File: src/rtl/fft_input_loader.sv
// Input-side loader for the sequential FFT core: streams N complex samples into the
// working RAM at bit-reversed addresses, then starts the FFT and waits for done_o.
// Optional build macro FFT_LOADER_DROP_CNT_EN enables the saturating drop_cnt counter.
module fft_input_loader #(
  parameter int bit_width = 29,
  parameter int N         = 16,
  parameter int SIZE      = 4
) (
  input  logic                 clk,
  input  logic                 rst,
  input  logic                 in_valid,
  input  logic [bit_width-1:0] in_re,
  input  logic [bit_width-1:0] in_im,
  output logic                 in_ready,
  output logic                 wr_en,
  output logic [SIZE:0]        wr_ptr,
  output logic [bit_width-1:0] wr_re,
  output logic [bit_width-1:0] wr_im,
  output logic                 flag_start_FFT,
  input  logic                 done_o,
  output logic                 busy,
  output logic [7:0]           drop_cnt
);

  typedef enum logic [1:0] {LOAD, START, PULSE, BUSY} state_t;

  state_t          state;
  logic [SIZE-1:0] cnt;
  logic [SIZE-1:0] cnt_rev;
  logic [1:0]      vld_pipe;

  assign in_ready    = (state == LOAD);
  assign vld_pipe[0] = in_valid && in_ready;
  assign wr_en       = vld_pipe[1];

  for (genvar i = 0; i < SIZE; i++) begin : g_rev
    assign cnt_rev[i] = cnt[SIZE-1-i];
  end

  always_ff @(posedge clk or posedge rst) begin
    if (rst) begin
      state          <= LOAD;
      cnt            <= '0;
      vld_pipe[1]    <= 1'b0;
      wr_ptr         <= '0;
      wr_re          <= '0;
      wr_im          <= '0;
      flag_start_FFT <= 1'b0;
      busy           <= 1'b0;
    end else begin
      vld_pipe[1] <= vld_pipe[0];
      if (vld_pipe[0]) begin
        wr_ptr <= {1'b0, cnt_rev};
        wr_re  <= in_re;
        wr_im  <= in_im;
        cnt    <= cnt + 1'b1;
      end
      // Pulse and busy are registered one state ahead so they line up with state.
      flag_start_FFT <= (state == START);
      busy           <= (state == PULSE) || (state == BUSY && !done_o);
      case (state)
        LOAD:  if (vld_pipe[0] && cnt == SIZE'(N-1)) state <= START;
        START: state <= PULSE;
        PULSE: state <= BUSY;
        BUSY: if (done_o) begin
          state <= LOAD;
          cnt   <= '0;
        end
        default: state <= LOAD;
      endcase
    end
  end

`ifdef FFT_LOADER_DROP_CNT_EN
  always_ff @(posedge clk or posedge rst) begin
    if (rst)
      drop_cnt <= '0;
    else if (in_valid && !in_ready && drop_cnt != 8'hFF)
      drop_cnt <= drop_cnt + 8'd1;
  end
`else
  assign drop_cnt = '0;
`endif

endmodule

File: config.mk
export PLATFORM = sky130hd
export DESIGN_NAME = fft_input_loader
export DESIGN_NICKNAME = d
export VERILOG_FILES = /design/src/rtl/fft_input_loader.sv
export SDC_FILE = /design/constraint.sdc
export NUM_CORES = 1
export LEC_CHECK = 0
export CAP_MARGIN = 30
export CORE_MARGIN = 3
export CORE_UTILIZATION = 40
export DETAILED_ROUTE_END_ITERATION = 10
export PLACE_DENSITY = 0.81
export SETUP_SLACK_MARGIN = 0.05
export SLEW_MARGIN = 10
export SYNTH_ARGS = -nofsm -noshare
export SYNTH_HDL_FRONTEND = slang
export SYNTH_SLANG_ARGS = --single-unit
File: constraint.sdc
create_clock -name clk -period 3 [get_ports clk]
set_input_delay 0.6 -clock clk [delete_from_list [all_inputs] [get_ports clk]]
set_output_delay 0.6 -clock clk [all_outputs]
set_load 0.03 [all_outputs]
* Word-level counts from Yosys, hierarchy flattened
Cells that the tools add are included.
Word-level totals: register bits 71, bits in latches 0, bits in writable memories 0, ROM bits 0, bits of input ports 62, output and inout bits 75, logic and storage cells 28, memories kept 0
Operators by class: $add $sub $neg 1, multiply operators 0, div/mod/pow operators 0, $lt $le $gt $ge 0, eq/ne operators 6, shifts and indexed selects 0, multiplexer cells 6, bitwise logic cells 0, reduce and logical (&&, ||, !) cells 7
Operators with widths (number):
- 4-bit 2-to-1 mux | 3
- 2-bit one-hot mux with 4 select lines | 1
- 4-bit by 1-bit adder with 4-bit output, second input constant | 1
- 2-bit equality test, second input constant | 2
- 4-bit equality test, second input constant | 1
- 2-bit 2-to-1 mux | 2
- 1-bit logical AND | 3
- 2-bit by 1-bit equality test with 1-bit output, second input constant | 1
- 2-bit zero test | 1
- 2-bit by 1-bit != test with 1-bit output, second input constant | 1
- 2-bit != test, second input constant | 1
- 2-bit AND reduction | 1
- 1-bit zero test | 1
- 1-bit logical OR | 1

* Depth between registers and ports, before layout
Gate-level depths: netlist (run 1).
word-level depth 5, depth in mapped cells 7, gate-level depth less buffers 6

* Worst setup path after synthesis (run 1)
Ideal clock, no wire load.
path kind reg2reg, from register state[0], to register wr_re[22], setup time 0.125 ns, arrival time 1.633 ns, required time 2.875 ns, slack 1.243 ns, cell stages (with the launch flop) 7, path buffers 1, clock period less this slack 1.757 ns, path through dfrtp_1 inv_1 ha_1 nand2_4 inv_4 buf_6 mux2_2
Between the ends: longest elaborated chain between the ends 2
Ends and longest elaborated chain:
- start, declared | RTL line 27 | state_t state;
- start signal, assigned | RTL line 42 | state <= LOAD;
- start signal, assigned | RTL line 62 | LOAD: if (vld_pipe[0] && cnt == SIZE'(N-1)) state <= START;
- start signal, assigned | RTL line 63 | START: state <= PULSE;
- 2-bit zero test | RTL line 32 | assign in_ready = (state == LOAD);
- via in_ready | RTL line 14 | output logic in_ready,
- 1-bit logical AND | RTL line 33 | assign vld_pipe[0] = in_valid && in_ready;
- end signal, assigned | RTL line 54 | wr_re <= in_re;
- end, declared | RTL line 17 | output logic [bit_width-1:0] wr_re,
The timed path passes the listed nets, and every way through them passes these cells. A chain may end at the register's enable or synchronous reset.

* Worst setup path in the final report (run 1)
from register state[0], to output in_ready
Between the ends: longest elaborated chain between the ends 1
Ends and longest elaborated chain (RTL line):
- 2-bit zero test | 32
- end, declared | 14
Every way passes these cells.

==> qor.yml, run 1 <==
synthesis:
  ys_types: 22
  synth_area_mm2: 0.00282
  yosys_warnings: 0
  ys_seq_elements: 71
  netlist_instances: 176
  yosysSeqAreaShare: 0.630
  avgSynthCellArea_um2: 16.0
finish:
  stdcell_count: 408
  fin_nets: 377
  antennaDiodeCount: 0
  final_common_cell: "clkdlybuf4s50_1"
  drive_above_1_share: 0.254
  layout_common_cells: "127 x clkdlybuf4s50_1, 71 x dfrtp_1, 59 x mux2_2"
  area_growth_pct: 52.3
  fill_cells: 558
timing:
  fin_worst_skew_ns: 0.00815
  tns_ns: 0
  slew_violations: 0
  setup_viol: 0
  rsz0062_at_grt: "false"
  finalHoldViolCount: 0
  hold_ws_ns: 0.489
  max_freq_mhz: 408
  timing.final.crit_period_ns: 2.45
  period_share: 0.818
clock_tree:
  post-cts-setup-buffer-count: 0
  cts-root-buf: "clkbuf_8"
  cts_buffer_depth: 2
  cts_tree: "done"
  clock_latency_ns: 0.34
  cts_buffers: 9
  cts_sinks: 71
  hold_buffers: 0
  clk_pin_slew_worst_paths_ns: 0.07
  ctsResizeCount: 0
  htree_levels: 3
global_route:
  grt_pass1_wl_um: 9930
  antenna_found_initial: 0
  overflow: 0
  grt_pass1_vias: 2007
  grt_usage: 0.154
  grt_max_degree: 37
run_status:
  status: "complete, no violations"
worst_setup_path:
  end_kind: "output pin"
  reg2regPathDepth: 6
  critPathArrivalTime_ns: 1.85
  r2r-end: "wr_im[10]"
  crit_path_cell_trace: "inv_1, ha_1, clkdlybuf4s50_1"
  worstSetupPathDepth: 3
  crit_path_start_kind: "flip-flop"
  worst-setup-path-type: "flip-flop to output pin"
  slowest_delay_ns: 0.72
  r2r_setup_slack_ns: 1.00
  crit_slowest_cell: "clkdlybuf4s50_1"
  crit_family: "buffers and inverters"
  crit_buf_inv: 2
  r2r-start: "state[0]"
  path_max_fanout: 5
  critPathRequiredTime_ns: 2.40
power_and_ir_drop:
  ir_drop_mv: 0.625
  leakage_nw: 1.82
  p_per_area_mw_per_mm2: 1180
place:
  portBuffers: 127
  dp.cells: 392
  gp_congestion: 0.705
  dp_hpwl_um: 4580
routing:
  vias_per_cell: 4.57
  ant_nets: 0
  vias: 1864
  routedWlPerCell_um: 14.8
  routed_wl_um: 6050
  drt_iter0_drc: 29
  drtPass1Iterations: 4
  drc_errors: 0
flow_run:
  maxCapViolCount: 0
floorplanning:
  rows: 29
  coreArea_mm2: 0.00660
  num_io_pins: 137
  die_w_um: 90.0
  start_util: 0.427
  die-area_mm2: 0.00809
  die_h_um: 90.0
worst_hold_path:
  hp-start: "wr_re[20]"
  hold_end: "wr_re[20]"
  hold_class: "flip-flop to flip-flop"
  hold-path-cell-count: 1
## state kept, by name (all words and copies together) (netlist names)
| signal | count |
|---|---|
| busy | 1 |
| cnt | 4 |
| flag_start_FFT | 1 |
| state | 2 |
| wr_en | 1 |
| wr_im | 29 |
| wr_ptr | 4 |
| wr_re | 29 |
## Yosys cell counts
cell	n	area (um2)
a21oi_1	4	20.0
a22oi_1	1	7.51
buf_4	9	67.6
buf_6	6	67.6
conb_1	1	3.75
dfrtp_1	71	1780
ha_1	5	62.6
inv_1	3	11.3
inv_4	1	6.26
mux2_1	4	45.0
mux2_2	59	664
mux2i_1	1	10.0
nand2_4	1	11.3
nand3_1	2	10.0
nand4_1	1	6.26
nor2b_1	1	6.26
o21ai_0	1	5.00
o22a_1	1	8.76
or2_2	1	6.26
or3_1	1	6.26
xnor2_1	1	8.76
xor2_1	1	8.76
## how the worst max path moves through the flow
stage	startpoint	end	slack [ns]
after global placement	in_valid	wr_im[1]	0.68
after floorplan	rst	busy	0.60
final	state[0]	in_ready	0.55
after CTS	state[0]	in_ready	0.52
after detailed placement	in_valid	wr_im[10]	0.63
after global routing	state[0]	in_ready	0.47
## per-stage QoR
stage	worst slack (ns)	power, mW	area, um2	utilization
6_report	0.547	5.09	4290	0.650
5_1_grt	0.466	5.37	4290	0.650
4_1_cts	0.521	5.16	4290	0.650
3_5_place_dp	0.630	4.52	4140	0.627
3_3_place_gp	0.675	4.45	4140	0.627
2_1_floorplan	0.603	3.37	2850	-
## worst reg2reg max path: stages, from the launching register on
cell,delay [ns]
dfrtp_1,0.42
inv_1,0.09
ha_1,0.28
nand2_4,0.14
inv_4,0.31
buf_12,0.26
mux2_2,0.37
## cell type report
type                       count  area, um2  area share
clock buffer                  11        131      0.0306
multi-input combinational     94        921       0.214
clock inverter                 5       25.0     0.00583
timing repair buffer         130       1310       0.304
inverter                       4       17.5     0.00408
sequential                    71       1780       0.414
tap                           93        116      0.0271
## power breakdown
| group | switching, mW | internal [mW] | leakage, nW |
|---|---|---|---|
| sequential | 0.253 | 1.44 | 0.842 |
| combinational | 1.46 | 1.31 | 0.887 |
| clock | 0.333 | 0.293 | 0.0866 |
| total | 2.04 | 3.05 | 1.82 |
## metal layers
metal,vias to the layer above,track usage,part of all wire
li1,867,-,-
met1,900,0.176,0.41
met2,88,0.257,0.49
met3,9,0.0710,0.087
met4,0,0.0510,0.015
met5,-,0,0
## kinds of logic after synthesis
family,Yosys count,share of synthesized area
AO/OA/AOI/OAI,7,0.0146
adder cells (fa/ha/maj),5,0.0222
flip-flops,71,0.630
AND/OR/NAND/NOR,7,0.0164
XOR/XNOR,2,0.00621
multiplexers,64,0.255
buffers and inverters,19,0.0541
other,1,0.00133
(Power assumes the default switching activity.)
==> run 2: changes to the inputs <==
- clock period: 3 -> 2.5 ns (I/O delays scaled with it)
==> run 2 against run 1 <==
Largest cell class unchanged. Count of clock-buffer cells in the layout is 1 higher. Highest routed layer unchanged. Sequential share of layout area decreased by 0.63 points. Sequential power is 20% higher. Critical endpoint unchanged. Utilization grew 1.0 points. Final area is 1.5% higher. Critical path depth did not move.
==> qor.yml, run 2 (synthesis results as in run 1) <==
timing:
  max_freq_mhz: 423
  slew_violations: 0  # unchanged
  rsz0062_at_grt: "false"
  finalHoldViolCount: 0  # unchanged
  fin_worst_skew_ns: 0.00677  # -0.00137 ns
  tns_ns: 0  # unchanged
  timing.final.crit_period_ns: 2.36
  setup_viol: 0  # unchanged
  period_share: 0.946
floorplanning:
  coreArea_mm2: 0.00660  # unchanged
  die_w_um: 90.0  # unchanged
  num_io_pins: 137  # unchanged
  start_util: 0.427  # unchanged
  die-area_mm2: 0.00809  # unchanged
  rows: 29  # unchanged
  die_h_um: 90.0  # unchanged
finish:
  antennaDiodeCount: 0  # unchanged
  area_growth_pct: 54.6
  regArea_mm2: 0.00178  # unchanged
  fin_nets: 377  # unchanged
  layout_common_cells: "127 x clkdlybuf4s50_1, 71 x dfrtp_1, 59 x mux2_2"
  multi_input_area_um2: 921  # unchanged
  final_common_cell: "clkdlybuf4s50_1"
  drive_above_1_share: 0.255  # +0.000809
  fill_cells: 525  # -5.9%
  stdcell_count: 407  # -0.25%
  reg.largest.list: "wr_im x29, wr_re x29"
worst_setup_path:
  crit_path_cell_trace: "inv_1, ha_1, clkdlybuf4s50_1"
  path_max_fanout: 5  # unchanged
  crit_path_start_kind: "flip-flop"
  end_kind: "output pin"
  worst-setup-path-type: "flip-flop to output pin"
  critPathArrivalTime_ns: 1.86  # about the same
  crit_slowest_cell: "clkdlybuf4s50_1"
  r2r-start: "state[0]"
  crit_path_start: "state[0]"
  critPathRequiredTime_ns: 2.00  # -0.40 ns
  slowest_delay_ns: 0.72  # about the same
power_and_ir_drop:
  p_per_area_mw_per_mm2: 1440  # +22%
  leakage_nw: 1.84  # +1.1%
  ir_drop_mv: 0.777  # +24%
clock_tree:
  ctsResizeCount: 0  # unchanged
  post-cts-setup-buffer-count: 0  # unchanged
  cts-root-buf: "clkbuf_8"
  cts_buffers: 9  # unchanged
  hold_buffers: 0  # unchanged
  cts_buffer_depth: 2  # unchanged
  cts_sinks: 71  # unchanged
  htree_levels: 3  # unchanged
  cts_tree: "done"
  clock_latency_ns: 0.33  # about the same
  clk_pin_slew_worst_paths_ns: 0.07  # about the same
place:
  gp_congestion: 0.703  # -0.27%
  dp_hpwl_um: 4390  # -4.1%
  dp.cells: 392  # unchanged
  portBuffers: 127  # unchanged
global_route:
  overflow: 0  # unchanged
  antenna_found_initial: 0  # unchanged
  grt_pass1_wl_um: 9840  # -0.91%
  grt_max_degree: 72  # +95%
  grt_usage: 0.152  # -0.00244
  grt_pass1_vias: 1932  # -3.7%
routing:
  drt_iter0_drc: 31  # +6.9%
  ant_nets: 0  # unchanged
  drtPass1Iterations: 2  # -2
  vias: 1847  # -0.91%
  routedWlPerCell_um: 14.9  # +0.20%
  drc_errors: 0  # unchanged
  routed_wl_um: 6050  # about the same
  vias_per_cell: 4.54  # -0.67%
worst_hold_path:
  hp-start: "wr_re[20]"
  hold_class: "flip-flop to flip-flop"
run_status:
  status: "complete, no violations"
flow_run:
  maxCapViolCount: 0  # unchanged
run 2: cell types whose count changed in the layout (fill, tap and decap cells not counted):
cell	delta
bufinv_16	+1
clkinvlp_4	+1
buf_4	-2
clkbuf_1	-1
clkbuf_8	+2
clkinv_2	-4
buf_12	+2
run 2: worst paths after layout:
path / end / slack [ns] / cells after the start
max in group asynchronous: wr_im[0] / 1.64 / 3
min in group asynchronous: wr_re[18] / 0.56 / 3
min: wr_re[20] / 0.49 / 1
min reg2reg: wr_re[20] / 0.49 / 1
max: in_ready / 0.14 / 3
max reg2reg: wr_re[5] / 0.76 / 6
run 2: final cells by class:
type / count / area share
flip-flops and latches: 71 / 0.407
well taps: 93 / 0.0267
inverters: 4 / 0.00402
clock inverters: 3 / 0.00976
clock buffers: 12 / 0.0356
multi-input cells: 94 / 0.211
repair buffers: 130 / 0.305
run 2: power breakdown:
| group | leakage, nW | internal [mW] | total, mW | switching, mW |
|---|---|---|---|---|
| combinational | 0.895 | 1.60 | 3.36 | 1.76 |
| sequential | 0.842 | 1.73 | 2.02 | 0.294 |
| clock | 0.0985 | 0.509 | 0.905 | 0.396 |
| total | 1.84 | 3.83 | 6.28 | 2.45 |
run 2: stage by stage:
step                      worst slack, ns  total power, mW  hold slack [ns]  utilization  cell area [um2]
final                               0.135             6.28            0.488        0.660             4360
after global routing               0.0512             6.61            0.514        0.660             4360
after CTS                           0.116             6.37            0.494        0.660             4360
after detailed placement            0.502             5.44            0.476        0.630             4160
after global placement              0.542             5.36            0.468        0.630             4160
after floorplan                     0.203             4.05            0.513            -             2850
run 2: critical path, delay by kind of cell, from the launching register on:
family,cells,cell delay (ns)
buffers and inverters,2,0.83
adder cells (fa/ha/maj),1,0.29
flip-flops,1,0.42
run 2: routing by layer:
layer | wire [um] | track usage | vias up
met5 | 0 | 0 | -
met4 | 59 | 0.0536 | 0
met3 | 545 | 0.0618 | 8
met2 | 3000 | 0.245 | 84
met1 | 2440 | 0.184 | 896
li1 | - | - | 859
